==> src/rtl/id_ex_pipe.sv <==
// ID/EX pipeline register for the 16-bit MIPS core.
// Captures decoded fields, resolves operand forwarding at the edge,
// inserts bubbles on stall/flush, holds on freeze, and counts bubbles.
module id_ex_pipe #(
    parameter int DATA_W = 16,
    parameter int REG_W  = 3,
    parameter int OPC_W  = 4,
    parameter int CNT_W  = 16
) (
    input  logic              clk,
    input  logic              rst,
    input  logic              freeze,
    input  logic              flush,
    input  logic              stall,
    input  logic [1:0]        forward_A,
    input  logic [1:0]        forward_B,
    input  logic [OPC_W-1:0]  opc_id,
    input  logic [REG_W-1:0]  rs1_id,
    input  logic [REG_W-1:0]  rs2_id,
    input  logic [REG_W-1:0]  rd_id,
    input  logic [DATA_W-1:0] imm_id,
    input  logic [DATA_W-1:0] rdata1,
    input  logic [DATA_W-1:0] rdata2,
    input  logic [DATA_W-1:0] ex_result,
    input  logic [DATA_W-1:0] mem_result,
    input  logic [DATA_W-1:0] wb_result,
    output logic [OPC_W-1:0]  opc_ex,
    output logic [REG_W-1:0]  rs1_ex,
    output logic [REG_W-1:0]  rs2_ex,
    output logic [REG_W-1:0]  rd_ex,
    output logic [DATA_W-1:0] imm_ex,
    output logic [DATA_W-1:0] op_a_ex,
    output logic [DATA_W-1:0] op_b_ex,
    output logic              valid_ex,
    output logic [CNT_W-1:0]  bubble_count
);

    logic [OPC_W-1:0]  opc_d,   opc_q;
    logic [REG_W-1:0]  rs1_d,   rs1_q;
    logic [REG_W-1:0]  rs2_d,   rs2_q;
    logic [REG_W-1:0]  rd_d,    rd_q;
    logic [DATA_W-1:0] imm_d,   imm_q;
    logic [DATA_W-1:0] op_a_d,  op_a_q;
    logic [DATA_W-1:0] op_b_d,  op_b_q;
    logic              valid_d, valid_q;
    logic [CNT_W-1:0]  cnt_d,   cnt_q;

    logic [DATA_W-1:0] fwd_a_s;
    logic [DATA_W-1:0] fwd_b_s;

    // Forwarding mux for operand A: regfile / EX / MEM / WB.
    always_comb begin
        fwd_a_s = rdata1;
        case (forward_A)
            2'b00:   fwd_a_s = rdata1;
            2'b01:   fwd_a_s = ex_result;
            2'b10:   fwd_a_s = mem_result;
            2'b11:   fwd_a_s = wb_result;
            default: fwd_a_s = rdata1;
        endcase
    end

    // Forwarding mux for operand B, same encoding as A.
    always_comb begin
        fwd_b_s = rdata2;
        case (forward_B)
            2'b00:   fwd_b_s = rdata2;
            2'b01:   fwd_b_s = ex_result;
            2'b10:   fwd_b_s = mem_result;
            2'b11:   fwd_b_s = wb_result;
            default: fwd_b_s = rdata2;
        endcase
    end

    // Next-state selection: freeze holds, flush/stall insert one bubble, else load.
    always_comb begin
        opc_d   = opc_q;
        rs1_d   = rs1_q;
        rs2_d   = rs2_q;
        rd_d    = rd_q;
        imm_d   = imm_q;
        op_a_d  = op_a_q;
        op_b_d  = op_b_q;
        valid_d = valid_q;
        cnt_d   = cnt_q;
        if (freeze) begin
            cnt_d = cnt_q;
        end else if (flush || stall) begin
            // Both asserted together still count as a single bubble.
            opc_d   = {OPC_W{1'b0}};
            rs1_d   = {REG_W{1'b0}};
            rs2_d   = {REG_W{1'b0}};
            rd_d    = {REG_W{1'b0}};
            imm_d   = {DATA_W{1'b0}};
            op_a_d  = {DATA_W{1'b0}};
            op_b_d  = {DATA_W{1'b0}};
            valid_d = 1'b0;
            if (&cnt_q) begin
                cnt_d = cnt_q;
            end else begin
                cnt_d = cnt_q + {{(CNT_W-1){1'b0}}, 1'b1};
            end
        end else begin
            opc_d   = opc_id;
            rs1_d   = rs1_id;
            rs2_d   = rs2_id;
            rd_d    = rd_id;
            imm_d   = imm_id;
            op_a_d  = fwd_a_s;
            op_b_d  = fwd_b_s;
            valid_d = 1'b1;
        end
    end

    // Pipeline state; reset leaves a NOP bubble with a cleared counter.
    always_ff @(posedge clk or posedge rst) begin
        if (rst) begin
            opc_q   <= {OPC_W{1'b0}};
            rs1_q   <= {REG_W{1'b0}};
            rs2_q   <= {REG_W{1'b0}};
            rd_q    <= {REG_W{1'b0}};
            imm_q   <= {DATA_W{1'b0}};
            op_a_q  <= {DATA_W{1'b0}};
            op_b_q  <= {DATA_W{1'b0}};
            valid_q <= 1'b0;
            cnt_q   <= {CNT_W{1'b0}};
        end else begin
            opc_q   <= opc_d;
            rs1_q   <= rs1_d;
            rs2_q   <= rs2_d;
            rd_q    <= rd_d;
            imm_q   <= imm_d;
            op_a_q  <= op_a_d;
            op_b_q  <= op_b_d;
            valid_q <= valid_d;
            cnt_q   <= cnt_d;
        end
    end

    assign opc_ex       = opc_q;
    assign rs1_ex       = rs1_q;
    assign rs2_ex       = rs2_q;
    assign rd_ex        = rd_q;
    assign imm_ex       = imm_q;
    assign op_a_ex      = op_a_q;
    assign op_b_ex      = op_b_q;
    assign valid_ex     = valid_q;
    assign bubble_count = cnt_q;

endmodule

==> config.mk <==
export PLATFORM = sky130hd
export DESIGN_NAME = id_ex_pipe
export DESIGN_NICKNAME = d
export VERILOG_FILES = /design/src/rtl/id_ex_pipe.sv
export SDC_FILE = /design/constraint.sdc
export NUM_CORES = 1
export LEC_CHECK = 0
export BUFFER_PORTS_ARGS = -buffer_cell sky130_fd_sc_hd__buf_2
export CAP_MARGIN = 5
export CORE_MARGIN = 4
export CORE_UTILIZATION = 49
export DETAILED_ROUTE_END_ITERATION = 16
export MAX_ROUTING_LAYER = met4
export PLACE_DENSITY_LB_ADDON = 0.25
export SLEW_MARGIN = 0
export SYNTH_ARGS = -nofsm -noshare
export SYNTH_HDL_FRONTEND = slang
export SYNTH_SLANG_ARGS = --single-unit
==> constraint.sdc <==
create_clock -name clk -period 4.8 [get_ports clk]
set_input_delay 0.96 -clock clk [delete_from_list [all_inputs] [get_ports clk]]
set_output_delay 0.96 -clock clk [all_outputs]
set_load 0.05 [all_outputs]
# ---- After elaboration in Yosys (flattened, before gate mapping)
# Cells that the tools add are included.
dict set report totals {
  inputBits 118
  register_bits 78
  elab_cells 33
  output_inout_bits 78
}
dict set report op_classes {
  reduce_logical 5
  eq_ne 6
  n_mux 10
  addsub 1
  n_bitwise 2
}
# cell n
set ops {}
lappend ops {{$pmux W16 S4} 2}
lappend ops {{$mux W16} 3}
lappend ops {{$add A16 B1 Y16 const B} 1}
lappend ops {{$reduce_and A16 Y1} 1}
lappend ops {{$mux W3} 3}
lappend ops {{$eq A2 B2 Y1 const B} 4}
lappend ops {{$eq A2 B1 Y1 const B} 2}
lappend ops {{$logic_not A2 Y1} 2}
lappend ops {{$mux W4} 1}
lappend ops {{$reduce_and A3 Y1} 1}
lappend ops {{$not A1 Y1} 2}
lappend ops {{$logic_or A1 B1 Y1} 1}
lappend ops {{$mux W1} 1}

# ---- Logic depth before layout (Yosys ltp)
# Gate-level depths: netlist (run 1).
dict set report depth {
  word_depth 3
  mapped_depth 6
  mapped_depth_nobuf 5
}

# ---- Worst setup path before layout (run 1)
# Ideal clock, no wire load.
dict set report synth_timing {
  path_type {input-to-reg}
  start {in forward_A[0]}
  end {reg op_a_q[0], in the netlist op_a_ex[0]}
  t_arrival_ns 2.196
  t_required_ns 4.679
  cell_stages 4
  path_slack_ns 2.483
  cell_sequence {buf_2 -> buf_2 -> mux4_2 -> a22o_1}
}
dict set report synth_between {
  elab_chain_len 3
  elab_cells_between_ends 6
  classes_between {eq/ne: 3; mux: 2; reduce/logical: 1}
}
# element line_no
set synth_rtl {}
lappend synth_rtl {{from (decl)} 15} ;# input logic [1:0] forward_A,
lappend synth_rtl {{$eq A2 B2 Y1, or another cell as far along} 54} ;# case (forward_A)
lappend synth_rtl {{$pmux W16 S4 *} 54}
lappend synth_rtl {{$mux W16 *} 88} ;# end else if (flush || stall) begin
lappend synth_rtl {{to (signal assigned)} 123} ;# op_a_q <= {DATA_W{1'b0}};
lappend synth_rtl {{to (signal assigned)} 133} ;# op_a_q <= op_a_d;
lappend synth_rtl {{to (decl)} 43} ;# logic [DATA_W-1:0] op_a_d, op_a_q;
# Mark *: on every way between the ends. The rest lies on a longest branch, timed or not.
# A chain may end at the register's enable or synchronous reset.

# ---- Final worst setup path (run 1)
dict set report layout_timing {
  start {in freeze}
  end {reg cnt_q[15], in the netlist bubble_count[15]}
}
dict set report layout_between {
  elab_chain_len 2
}
# element line_no
set layout_rtl {}
lappend layout_rtl {{from (decl)} 12} ;# input logic freeze,
lappend layout_rtl {{$not A1 Y1 (no source line)} n/a}
lappend layout_rtl {{$reduce_and A3 Y1 (no source line)} n/a}
lappend layout_rtl {{to (signal assigned)} 126} ;# cnt_q <= {CNT_W{1'b0}};
lappend layout_rtl {{to (signal assigned)} 136} ;# cnt_q <= cnt_d;
lappend layout_rtl {{to (decl)} 46} ;# logic [CNT_W-1:0] cnt_d, cnt_q;
# No other way between the ends.

==> impl_metrics.toml, run 1 <==
[worst_setup_path]
r2r_start = "bubble_count[1]"
cp-end-kind = "flip-flop"
r2r-end = "bubble_count[6]"
path_class = "in -> reg"
critical_path_required_ns = 5.07
reg2reg_slack_ns = 2.99
critPathMaxStageDelay_ns = 0.41
worstPathArrival_ns = 2.40
start_kind = "primary input"
slowest_stage = "o21ba_2"
cp_cell_sequence = "buf_2, o21ba_2, nand4_2, nor4_1, xor2_1"
critPathMaxFanout = 28
worst_r2r_path_depth = 5
setup.worst_path.start = "freeze"

[route]
drc = 0
vias = 3096
wire_per_inst_um = 18.5
drt_wl_total_um = 10100
vias_per_cell = 5.68
ant_nets = 0
drt_first_pass_iters = 4
drt_iter0_markers = 70

[place]
gp_congestion = 0.884
dp_hpwl_um = 7700
place_inst = 528
pre_cts_ws_ns = 2.35
portBuffers = 195

[synth]
yosysMostFrequentCell = "dfrtp_1"
synthArstFlopShare_pct = 100
ys_top_cells_by_area = "dfrtp_1, mux4_2, a22o_1"
netlist_area_um2 = 3760
ys_warn_count = 0
synth_top_area_share_pct = 51.9
synth-seq-cells = 78
synthesis.nets = 373
syn_inst = 254
yosys.area.top_type = "dfrtp_1"
yosys-top-cells-count = "dfrtp_1, a22o_1, mux4_2"
synth_ff_type = "dfrtp_1"
yosysSeqAreaShare_pct = 51.9
synth_edf_count = 0
synth_area_per_cell_um2 = 14.8
ys_types = 36

[sta]
slew_headroom_pct = 53.2
worstMarginPinSlew_ns = 0.701
setup_violations = 0
min_period_ns = 2.13
slew_violations = 0
skew_ns = 0.00379
fmax_mhz = 471
rsz0062_at_grt = "no"
tns_ns = 0
fin_crit_sh_pct = 44.3
layout_setup_ws_ns = 2.67
timing_hold_violations_final = 0

[clocking]
clk_latency_ns = 0.34
cts-root-buf = "clkbuf_8"
cts_setup_buffers = 0
numCtsBuffers = 9
hold_buffers = 0
post_cts_resized = 0
htree_levels = 3
cts_buffer_depth = 2
cts_sinks = 78
clkTransAtPathRegs_ns = 0.08
cts_tree = "built"

[die]
die_y_um = 95.6
initial_core_util_pct = 51.1
rows = 31
dieArea_um2 = 9150
fp.coreArea_um2 = 7370
io_pins = 196
die_w_um = 95.6

[worst_hold_path]
hold_start = "valid_ex"
holdPathEnd = "valid_ex"
min_path_cells = 1
hold_path_class = "reg -> reg"

[global_routing]
antenna_found_initial = 1
top_usage_layer = "met2"
use_met1_pct = 28.1
grt_util_met3_pct = 4.66
grt_pass1_wl_um = 15500
grt_overflow = 0
grt_start_max_net_pins = 63
use_met2_pct = 37.7
grt_use_total_pct = 23.2
first_global_vias = 3175

[flow_run]
drv_cap = 0

[final_layout]
fin_cells = 545
drive_gt1_share_pct = 58.4
layout.nets = 559
syn2layout_area_growth_pct = 32.4

[power]
power.total_mw = 1.76
vdd_drop_max_uv = 148
p_per_area_nw_per_um2 = 354
leakagePower_nw = 2.64

[run_status]
status = "complete, no violations"
kinds of logic after synthesis:
kind of cell	Yosys count	share of synthesized area [%]
compound gates	72	16.3
fa+ha+maj	1	0.332
flops	78	51.9
xor+xnor	11	2.56
simple gates	31	6.08
mux	34	19.8
buf+inv	27	3.09
worst max-delay path by stage:
stage	endpoint	slack [ns]	depth (start not counted)
4_1_cts	bubble_count[15]	2.71	5
3_5_place_dp	bubble_count[15]	2.35	5
2_1_floorplan	bubble_count[0]	1.84	1
3_3_place_gp	bubble_count[15]	2.40	5
6_report	bubble_count[15]	2.67	5
5_1_grt	bubble_count[15]	2.56	5
layout make-up:
type	instances	area (µm²)
sequential	78	1950
tap	99	124
antenna	1	2.50
inverter	4	16.3
fill	568	2390
clock inverter	6	50.0
clock buffer	10	138
timing repair buffer	198	998
multi-input combinational	149	1700
per-stage QoR:
step	utilization, %	hold WS (ns)	instance area [µm²]
global placement	65.0	0.463	4790
CTS	67.6	0.489	4980
finish	67.6	0.481	4980
global route	67.6	0.513	4980
floorplan	-	0.795	3760
detailed placement	65.0	0.468	4790
critical path: cells and delay by family:
family                 cells  cell delay (ns)
AO/OA/AOI/OAI              1             0.41
buffers and inverters      1             0.28
AND/OR/NAND/NOR            2             0.57
XOR/XNOR                   1             0.17
registers in the layout, indices dropped and copies added, names as in the netlist:
name,count
imm_ex,16
op_a_ex,16
valid_ex,1
bubble_count,16
rs1_ex,3
rd_ex,3
opc_ex,4
rs2_ex,3
op_b_ex,16
power by group:
| group | total (mW) | switching, mW | internal, mW | leakage [nW] |
|---|---|---|---|---|
| Combinational | 0.523 | 0.346 | 0.176 | 1.52 |
| Sequential | 0.780 | 0.0637 | 0.716 | 1.04 |
| Clock | 0.462 | 0.253 | 0.209 | 0.0903 |
| Total | 1.76 | 0.663 | 1.10 | 2.64 |
layer usage:
metal | routed length [µm] | vias up | part of all wire [%]
met3 | 800 | 23 | 7.9
met2 | 5250 | 152 | 52
met1 | 3810 | 1536 | 38
met4 | 249 | 0 | 2.5
li1 | - | 1385 | -
met5 | 0 | - | 0
layout by cell type (no fill, tap or decap), drive strengths merged, types with 2 or more instances in the layout:
cell	synthesis	final
nand2	4	4
nand4	4	4
xor2	10	10
dfrtp	78	78
a21oi	5	5
nand3	3	3
nor2	4	4
nor4	5	5
nor3	4	4
mux4	32	32
a211oi	2	2
inv	4	7
clkbuf	15	10
clkinvlp	0	2
or2	3	3
a22o	61	61
buf	8	198
No activity file was read; power rests on OpenSTA's default activity.
==> run 2: changes to the inputs <==
--- a/config.mk
+++ b/config.mk
@@ -8,7 +8,7 @@
 export BUFFER_PORTS_ARGS = -buffer_cell sky130_fd_sc_hd__buf_2
 export CAP_MARGIN = 5
 export CORE_MARGIN = 4
-export CORE_UTILIZATION = 49
+export CORE_UTILIZATION = 41
 export DETAILED_ROUTE_END_ITERATION = 16
 export MAX_ROUTING_LAYER = met4
 export PLACE_DENSITY_LB_ADDON = 0.25
==> constraint.sdc (replaced) <==
create_clock -name clk -period 1.85 [get_ports clk]
set_input_delay 0.37 -clock clk [delete_from_list [all_inputs] [get_ports clk]]
set_output_delay 0.37 -clock clk [all_outputs]
set_load 0.05 [all_outputs]
==> run 2 against run 1 <==
Effect of this change: largest power group unchanged; design area grew 1.8%; global-route usage shrank 2.8 points; sequential share of layout area shrank 0.43 points; first-iteration DRC count grew 40%; largest cell class unchanged; utilization shrank 10 points; critical path type is now reg -> reg; critical path depth is the same; flip-flop and latch count is the same; register-to-register slack lost 2.8 ns; total power grew to 2.6 times the previous value; clock skew grew 0.0065 ns.
==> impl_metrics.toml, run 2 (synthesis gave the netlist of run 1 again) <==
[sta]
layout_setup_ws_ns = 0.169
min_period_ns = 1.68
slew_headroom_pct = 58.3
tns_ns = 0
fin_crit_sh_pct = 90.9
worstMarginPinSlew_ns = 0.625
fmax_mhz = 595
skew_ns = 0.0103
slew_violations = 0
rsz0062_at_grt = "no"
setup_violations = 0
hold_ws_ns = 0.129
timing_hold_violations_final = 0

[final_layout]
drive_gt1_share_pct = 61.2
fin_cells = 558
design_area_um2 = 5070
mostFrequentLayoutCell = "buf_2"
layout.nets = 563
fill_cells = 745
utilization_pct = 57.6
final_cell_mix = "buf_2, dfrtp_1, a22o_1"
syn2layout_area_growth_pct = 34.7

[route]
drc = 0
vias_per_cell = 5.43
drt_first_pass_iters = 6
wire_per_inst_um = 18.8
drt_iter0_markers = 98
vias = 3031
ant_nets = 0
drt_wl_total_um = 10500

[clocking]
clkTransAtPathRegs_ns = 0.09
clk_latency_ns = 0.35
cts_tree = "built"
numCtsBuffers = 9
cts-root-buf = "clkbuf_8"
cts_buffer_depth = 2
htree_levels = 3
cts_setup_buffers = 0
cts_sinks = 78

[place]
gp_congestion = 0.813
portBuffers = 195
dpl_cell_area_um2 = 4890
dp_hpwl_um = 7910
pre_cts_ws_ns = 0.108
place_inst = 541

[global_routing]
use_met1_pct = 24.2
use_met2_pct = 33.8
antenna_found_initial = 1
grt_pass1_wl_um = 17000
grt_util_met3_pct = 4.98
top_usage_layer = "met2"
first_global_vias = 3352
grt_start_max_net_pins = 79
grt_use_total_pct = 20.4
grt_overflow = 0

[worst_setup_path]
start_kind = "flip-flop"
critical_path_required_ns = 2.11
cp-end-kind = "flip-flop"
worstPathArrival_ns = 1.94
path_class = "reg -> reg"
critPathMaxFanout = 8

[power]
leakagePower_nw = 2.64
power.total_mw = 4.52
p_per_area_nw_per_um2 = 891
vdd_drop_max_uv = 274

[flow_run]
drv_cap = 0

[worst_hold_path]
hold_path_class = "in -> async"

[die]
rows = 34
die_y_um = 104
die_w_um = 104
dieArea_um2 = 10800
initial_core_util_pct = 42.7
io_pins = 196
fp.coreArea_um2 = 8810

[run_status]
status = "complete, no violations"
run 2: changes by cell type in the layout (fill, tap and decap cells not counted), moves of 2 or more:
cell | previous run | this run
clkinvlp_4 | 2 | 4
dfrtp_1 | 78 | 68
clkbuf_1 | 0 | 2
buf_12 | 0 | 3
dfrtp_2 | 0 | 10
inv_6 | 4 | 1
run 2: final timing paths:
check / slack [ns] / depth (start not counted) / from / to
worst max register to register: 0.17 / 5 / bubble_count[0] / bubble_count[10]
min in group clk: 0.23 / 2 / rs2_id[0] / rs2_ex[0]
worst min-delay path: 0.13 / 3 / rst / imm_ex[10]
worst max-delay path: 0.17 / 5 / bubble_count[0] / bubble_count[10]
worst min register to register: 0.49 / 1 / bubble_count[13] / bubble_count[13]
max in group asynchronous: 1.39 / 3 / rst / op_b_ex[4]
run 2: critical path, stage by stage, from the launching register on:
cell,delay [ns]
dfrtp_2,0.42
ha_2,0.26
and4_1,0.30
nand2_1,0.21
nor3_1,0.24
xor2_1,0.16
run 2: layer usage:
| layer | part of all wire [%] | vias up | routed length, µm |
|---|---|---|---|
| met4 | 2.4 | 0 | 248 |
| met5 | 0 | - | 0 |
| met3 | 7.3 | 22 | 761 |
| li1 | - | 1398 | - |
| met2 | 50 | 131 | 5220 |
| met1 | 41 | 1480 | 4250 |
run 2: layout make-up:
class | count | area, µm² | area share [%]
Clock buffer | 11 | 131 | 2.59
Antenna cell | 1 | 2.50 | 0.0494
Tap cell | 108 | 135 | 2.67
Timing Repair Buffer | 202 | 1070 | 21.0
Multi-Input combinational cell | 149 | 1720 | 33.8
Inverter | 4 | 18.8 | 0.370
Clock inverter | 5 | 36.3 | 0.716
Sequential cell | 78 | 1960 | 38.7
run 2: timing repair:
item,4_1_cts,5_1_grt
setup endpoints to repair,0,2
hold buffers,0,0
hold endpoints to repair,0,0
gates resized for setup,0,3
run 2: power breakdown:
group	switching [mW]	internal (mW)
Sequential	0.156	1.87
Combinational	0.913	0.477
Clock	0.616	0.490
Total	1.68	2.83
